===== config.mk =====
export PLATFORM = sky130hd
export DESIGN_NAME = gfcm_sched
export DESIGN_NICKNAME = d
export VERILOG_FILES = /design/src/rtl/gfcm_pkg.sv /design/src/rtl/sched_timer.sv /design/src/rtl/gfcm_sched.sv
export SDC_FILE = /design/constraint.sdc
export NUM_CORES = 1
export LEC_CHECK = 0
export BUFFER_PORTS_ARGS = -buffer_cell sky130_fd_sc_hd__buf_4
export CELL_PAD_IN_SITES_DETAIL_PLACEMENT = 0
export CELL_PAD_IN_SITES_GLOBAL_PLACEMENT = 2
export CORE_MARGIN = 2
export CORE_UTILIZATION = 33
export DETAILED_ROUTE_END_ITERATION = 10
export PLACE_DENSITY_LB_ADDON = 0.1
export SYNTH_ARGS = -nofsm -noshare
export SYNTH_HDL_FRONTEND = slang
export SYNTH_HIERARCHICAL = 1
export SYNTH_SLANG_ARGS = --single-unit

===== constraint.sdc =====
create_clock -name clk -period 2.9 [get_ports clk]
set_input_delay 0.58 -clock clk [delete_from_list [all_inputs] [get_ports clk]]
set_output_delay 0.58 -clock clk [all_outputs]
set_load 0.05 [all_outputs]

===== src/rtl/gfcm_pkg.sv =====
// Shared definitions for the gfcm clock-source scheduler.
//   sched_state_t : scheduler FSM encoding (also exported on state_o)
//   SEL_SLOW/FAST : gfcm sel line values
//   max_int       : helper used to size the shared timer width
package gfcm_pkg;

    typedef enum logic [1:0] {
        SLOW    = 2'd0,
        TO_FAST = 2'd1,
        FAST    = 2'd2,
        TO_SLOW = 2'd3
    } sched_state_t;

    localparam logic SEL_SLOW = 1'b0;
    localparam logic SEL_FAST = 1'b1;

    function automatic int max_int(input int a, input int b);
        return (a > b) ? a : b;
    endfunction

endpackage


===== src/rtl/sched_timer.sv =====
// Loadable down-counter with a zero flag, used for settle and dwell timing.
//   clk        : reference clock
//   reset_n    : synchronous active-low reset (count -> 0)
//   load_i     : load load_val_i this edge (takes priority over decrement)
//   load_val_i : value to load
//   dec_i      : decrement this edge; the count saturates at 0
//   zero_o     : count is currently 0
module sched_timer #(
    parameter int W = 5
) (
    input  logic         clk,
    input  logic         reset_n,
    input  logic         load_i,
    input  logic [W-1:0] load_val_i,
    input  logic         dec_i,
    output logic         zero_o
);

    logic [W-1:0] cnt_q;
    logic [W-1:0] cnt_d;

    always_comb begin
        // NOTE: every combinationally assigned signal gets a default first so no latch is inferred.
        cnt_d = cnt_q;
        if (load_i) begin
            cnt_d = load_val_i;
        end else if (dec_i && (cnt_q != '0)) begin
            cnt_d = cnt_q - W'(1);
        end
    end

    // NOTE: state registers use non-blocking assignments so all flops update from pre-edge values.
    always_ff @(posedge clk) begin
        if (!reset_n) begin
            cnt_q <= '0;
        end else begin
            cnt_q <= cnt_d;
        end
    end

    assign zero_o = (cnt_q == '0);

endmodule


===== src/rtl/gfcm_sched.sv =====
// Clock-source scheduler for the glitch-free clock mux. Runs on the always-on
// reference clock and steers the gfcm sel line between slow (0) and fast (1).
//   clk          : always-on reference clock
//   reset_n      : synchronous active-low reset
//   fast_req     : per-requester fast-clock request (4-phase level)
//   force_slow   : override, go to / stay on the slow clock
//   fast_ack     : per-requester grant, asserted only while FAST
//   sel_out      : gfcm sel
//   busy         : a switch is in progress (TO_FAST or TO_SLOW)
//   state_o      : FSM state for debug/status
//   switch_count : completed switches in either direction, saturating
module gfcm_sched
    import gfcm_pkg::*;
#(
    parameter int N_REQ         = 4,
    parameter int SETTLE_CYCLES = 8,
    parameter int MIN_DWELL     = 16,
    parameter int CNT_W         = 16
) (
    input  logic             clk,
    input  logic             reset_n,
    input  logic [N_REQ-1:0] fast_req,
    input  logic             force_slow,
    output logic [N_REQ-1:0] fast_ack,
    output logic             sel_out,
    output logic             busy,
    output logic [1:0]       state_o,
    output logic [CNT_W-1:0] switch_count
);

    localparam int TMR_W = $clog2(max_int(SETTLE_CYCLES, MIN_DWELL) + 1);
    localparam logic [TMR_W-1:0] SETTLE_LOAD = TMR_W'(SETTLE_CYCLES - 1);
    localparam logic [TMR_W-1:0] DWELL_LOAD  = TMR_W'(MIN_DWELL - 1);

    sched_state_t     state_q, state_d;
    logic             sel_q, sel_d;
    logic             busy_q, busy_d;
    logic [N_REQ-1:0] ack_q, ack_d;
    logic [CNT_W-1:0] cnt_q, cnt_d;

    logic settle_load, settle_zero;
    logic dwell_load, dwell_zero;
    logic cnt_inc;

    logic [N_REQ-1:0] req_granted;
    assign req_granted = fast_req & ~{N_REQ{force_slow}};

    // Settle timer only counts during transitions; the dwell timer only in FAST.
    sched_timer #(.W(TMR_W)) u_settle (
        .clk        (clk),
        .reset_n    (reset_n),
        .load_i     (settle_load),
        .load_val_i (SETTLE_LOAD),
        .dec_i      ((state_q == TO_FAST) || (state_q == TO_SLOW)),
        .zero_o     (settle_zero)
    );

    sched_timer #(.W(TMR_W)) u_dwell (
        .clk        (clk),
        .reset_n    (reset_n),
        .load_i     (dwell_load),
        .load_val_i (DWELL_LOAD),
        .dec_i      (state_q == FAST),
        .zero_o     (dwell_zero)
    );

    always_comb begin
        state_d     = state_q;
        sel_d       = sel_q;
        ack_d       = '0;
        settle_load = 1'b0;
        dwell_load  = 1'b0;
        cnt_inc     = 1'b0;

        unique case (state_q)
            SLOW: begin
                if ((|fast_req) && !force_slow) begin
                    state_d     = TO_FAST;
                    sel_d       = SEL_FAST;
                    settle_load = 1'b1;
                end
            end
            TO_FAST: begin
                // The load value is SETTLE_CYCLES-1, so leaving on the zero
                // flag gives exactly SETTLE_CYCLES cycles in this state.
                if (settle_zero) begin
                    state_d    = FAST;
                    dwell_load = 1'b1;
                    ack_d      = req_granted;
                    cnt_inc    = 1'b1;
                end
            end
            FAST: begin
                if (force_slow || ((fast_req == '0) && dwell_zero)) begin
                    state_d     = TO_SLOW;
                    sel_d       = SEL_SLOW;
                    settle_load = 1'b1;
                end else begin
                    ack_d = req_granted;
                end
            end
            TO_SLOW: begin
                if (settle_zero) begin
                    state_d = SLOW;
                    cnt_inc = 1'b1;
                end
            end
            default: begin
                state_d = SLOW;
                sel_d   = SEL_SLOW;
            end
        endcase

        busy_d = (state_d == TO_FAST) || (state_d == TO_SLOW);
        cnt_d  = (cnt_inc && (cnt_q != '1)) ? cnt_q + CNT_W'(1) : cnt_q;
    end

    always_ff @(posedge clk) begin
        if (!reset_n) begin
            state_q <= SLOW;
            sel_q   <= SEL_SLOW;
            busy_q  <= 1'b0;
            ack_q   <= '0;
            cnt_q   <= '0;
        end else begin
            state_q <= state_d;
            sel_q   <= sel_d;
            busy_q  <= busy_d;
            ack_q   <= ack_d;
            cnt_q   <= cnt_d;
        end
    end

    assign fast_ack     = ack_q;
    assign sel_out      = sel_q;
    assign busy         = busy_q;
    assign state_o      = state_q;
    assign switch_count = cnt_q;

endmodule


==> reports/metrics.csv <==
metric,value,unit
grt_pass1_wl,7760,µm
yosysWarnings,6,
first_pass_iters,4,
netlist.area_leader.share,37.1,%
antenna_cells,0,
postCtsResizedCells,0,
hpwlAfterDp,3220,µm
finalWorstSetupSlack,0.335,ns
grt_pass1_vias,1637,
synth_area_leaders,"dfxtp_1 37%, a21oi_1 5.2%, ha_1 4.8%, o21ai_0 4.1%, nand3_1 3.3%",
wirelength,4520,µm
grt_remaining_overflow,0,
relSlewSlack,62.4,%
max_stage_delay,0.57,ns
drt_iter0_drc,81,
num_io_pins,31,
startpoint_type,register,
finalNetCount,276,
use_met3,4.02,%
slew_viol_final,0,
grt_use_met2,24.1,%
synth_edf_count,0,
initial_core_util,33.7,%
period_needed,2.57,ns
place_congestion,0.810,
wire_per_inst,13.5,µm
synth.distinct_cells,45,
power.density,835,mW/mm²
worst_ep_required_time,3.12,ns
layout_common_cells,"34 x dfxtp_1, 32 x buf_4, 19 x a21oi_1",
drc,0,
die_h,78.5,µm
htreeDepth,2,
numClockSinks,34,
cp_max_fo,9,
cp_num_buf_inv,2,
cp-end-kind,register,
r2r_slack,0.33,ns
grt_util_all_layers,15.9,%
r2r_cells,8,
yosys.area.top_type,dfxtp_1,
cts.clk_slew.worst_paths,0.07,ns
async_reset_ff_share,0,%
finalSetupViolations,0,
seq_area_frac_synth,37.1,%
post-cts-setup-buffer-count,0,
crit_type,register to register,
hp-class,register to register,
slowest_stage,or4b_4,
clkLatencyLatePin,0.29,ns
mostFrequentLayoutCell,dfxtp_1,
finClkSkew,0.00925,ns
ir_drop,0.000322,V
rsz0062_at_grt,false,
r2r-end,switch_count[15],
cp.depth,8,
synthCells,221,
die_w,78.5,µm
antenna_found_initial,0,
min_period_over_period,88.5,%
r2r_start,u_settle/cnt_q[0],
syn_area,0.00183,mm²
startpoint,u_settle/cnt_q[0],
regArea,681,µm²
io_buffers,30,
vias_per_cell,5.19,
synthFlopType,dfxtp_1,
nFillCells,569,
worst_pin_slew,0.564,ns
cts_buffers,5,
finalNonFillerCells,335,
root_buffer,clkbuf_8,
clk_path_buf_depth,2,
whs_path_depth,2,
cap_violations,0,
met1_usage,21.9,%
syn_area_per_cell,8.29,µm²
multi_input_area,0.00110,mm²
dp_slack,0.356,ns
tns,0,ns
crit_top_cell,or4b_4,
grt_max_degree,27,
timing.fmax,0.390,GHz
status,"complete, no violations",
path_delay_family,simple AND/OR/NAND/NOR gates,
crit_chain,inv_1 -> ha_1 -> or4b_4 -> clkinv_2 -> o21ai_1 -> or4b_4 -> or4_1 -> a21oi_1,
cp-endpoint,switch_count[15],
p_leak,0.869,nW
finalHoldViolations,0,
cts_tree,yes,
dp_cells,327,
synth_seq_cells,34,
layout-drive-gt1-share,19.4,%
areaGrowthSynthToFinish,23.4,%
die_area,0.00617,mm²
num_vias,1737,
fp-row-count,27,
layout.core_utilization,41.6,%
cts_hold_repair.buffers,0,
final_antenna_net_count,0,
busiest_layer,met2,
cp.arrival,2.78,ns
coreArea,0.00544,mm²
[cells by family after synthesis]
kind of cell,Yosys count,share of synthesized area (%)
adder cells (fa/ha/maj),7,4.78
other,2,0.410
multiplexers,3,1.64
AND/OR/NAND/NOR,93,30.5
AO/OA/AOI/OAI,61,21.1
buffers and inverters,21,4.44
flip-flops,34,37.1
[how the worst min path moves through the flow]
stage / from / endpoint
after CTS: switch_count[1] / switch_count[1]
after floorplan: u_settle/cnt_q[1] / u_settle/cnt_q[1]
after global routing: force_slow / fast_ack[0]
after detailed placement: switch_count[1] / switch_count[1]
final: switch_count[1] / switch_count[1]
after global placement: sel_out / sel_out
[cell usage after synthesis, types with 2 or more instances]
cell,number
a21o_1,3
nor4b_1,4
nor3b_1,5
a211oi_1,2
nand3_1,12
nor2_1,15
a21oi_1,19
o41ai_1,2
or3_1,7
clkbuf_1,6
dfxtp_1,34
o2111ai_1,2
or4b_1,2
or4b_4,3
conb_1,2
nor3_1,5
o311a_1,2
inv_1,13
nand2b_1,3
clkinv_2,2
o21ai_0,15
o311ai_0,3
a31oi_1,2
nor4_1,4
nor3_2,2
o31ai_1,2
nand2_1,16
a21boi_0,2
mux2i_1,3
nor2b_1,2
ha_1,7
or3_2,3
nand4_1,5
[layout make-up]
type | count | share of cell area [%]
multi-input combinational | 174 | 48.7
sequential | 34 | 30.1
timing repair buffer | 32 | 10.6
tap | 72 | 3.98
clock buffer | 7 | 3.82
inverter | 15 | 2.60
clock inverter | 1 | 0.221
[worst reg2reg max path: cells and delay by family (launching register included)]
family | cells | cell delay [ns]
buffers and inverters | 2 | 0.21
adders and majority gates | 1 | 0.16
and+or+nand+nor | 3 | 1.46
AOI/OAI and AO/OA | 2 | 0.35
DFF | 1 | 0.33
[where the power goes]
group	total (mW)	leakage (nW)	switching, mW	internal (mW)
Clock	0.364	0.0482	0.172	0.191
Sequential	0.651	0.276	0.0908	0.560
Combinational	0.875	0.545	0.548	0.327
Total	1.89	0.869	0.811	1.08
[stage by stage]
step | cell area, µm² | hold slack [ns] | power (mW)
3_5_place_dp | 2170 | 0.501 | 1.53
5_1_grt | 2260 | 0.523 | 2.05
2_1_floorplan | 1860 | 0.486 | 1.32
4_1_cts | 2260 | 0.515 | 1.91
6_report | 2260 | 0.515 | 1.89
3_3_place_gp | 2170 | 0.483 | 1.55
[registers in the layout, indices dropped and copies added, names as in the netlist]
signal	cells
u_dwell/cnt_q	5
state_o	2
busy	1
switch_count	16
sel_out	1
fast_ack	4
u_settle/cnt_q	5
[routing by layer]
metal	part of all wire, %	wire (µm)	up-vias
met5	0	0	-
met4	1.2	53	0
met3	3.7	167	6
met2	44	2010	23
met1	51	2290	818
li1	-	-	890
(Power assumes the default switching activity.)
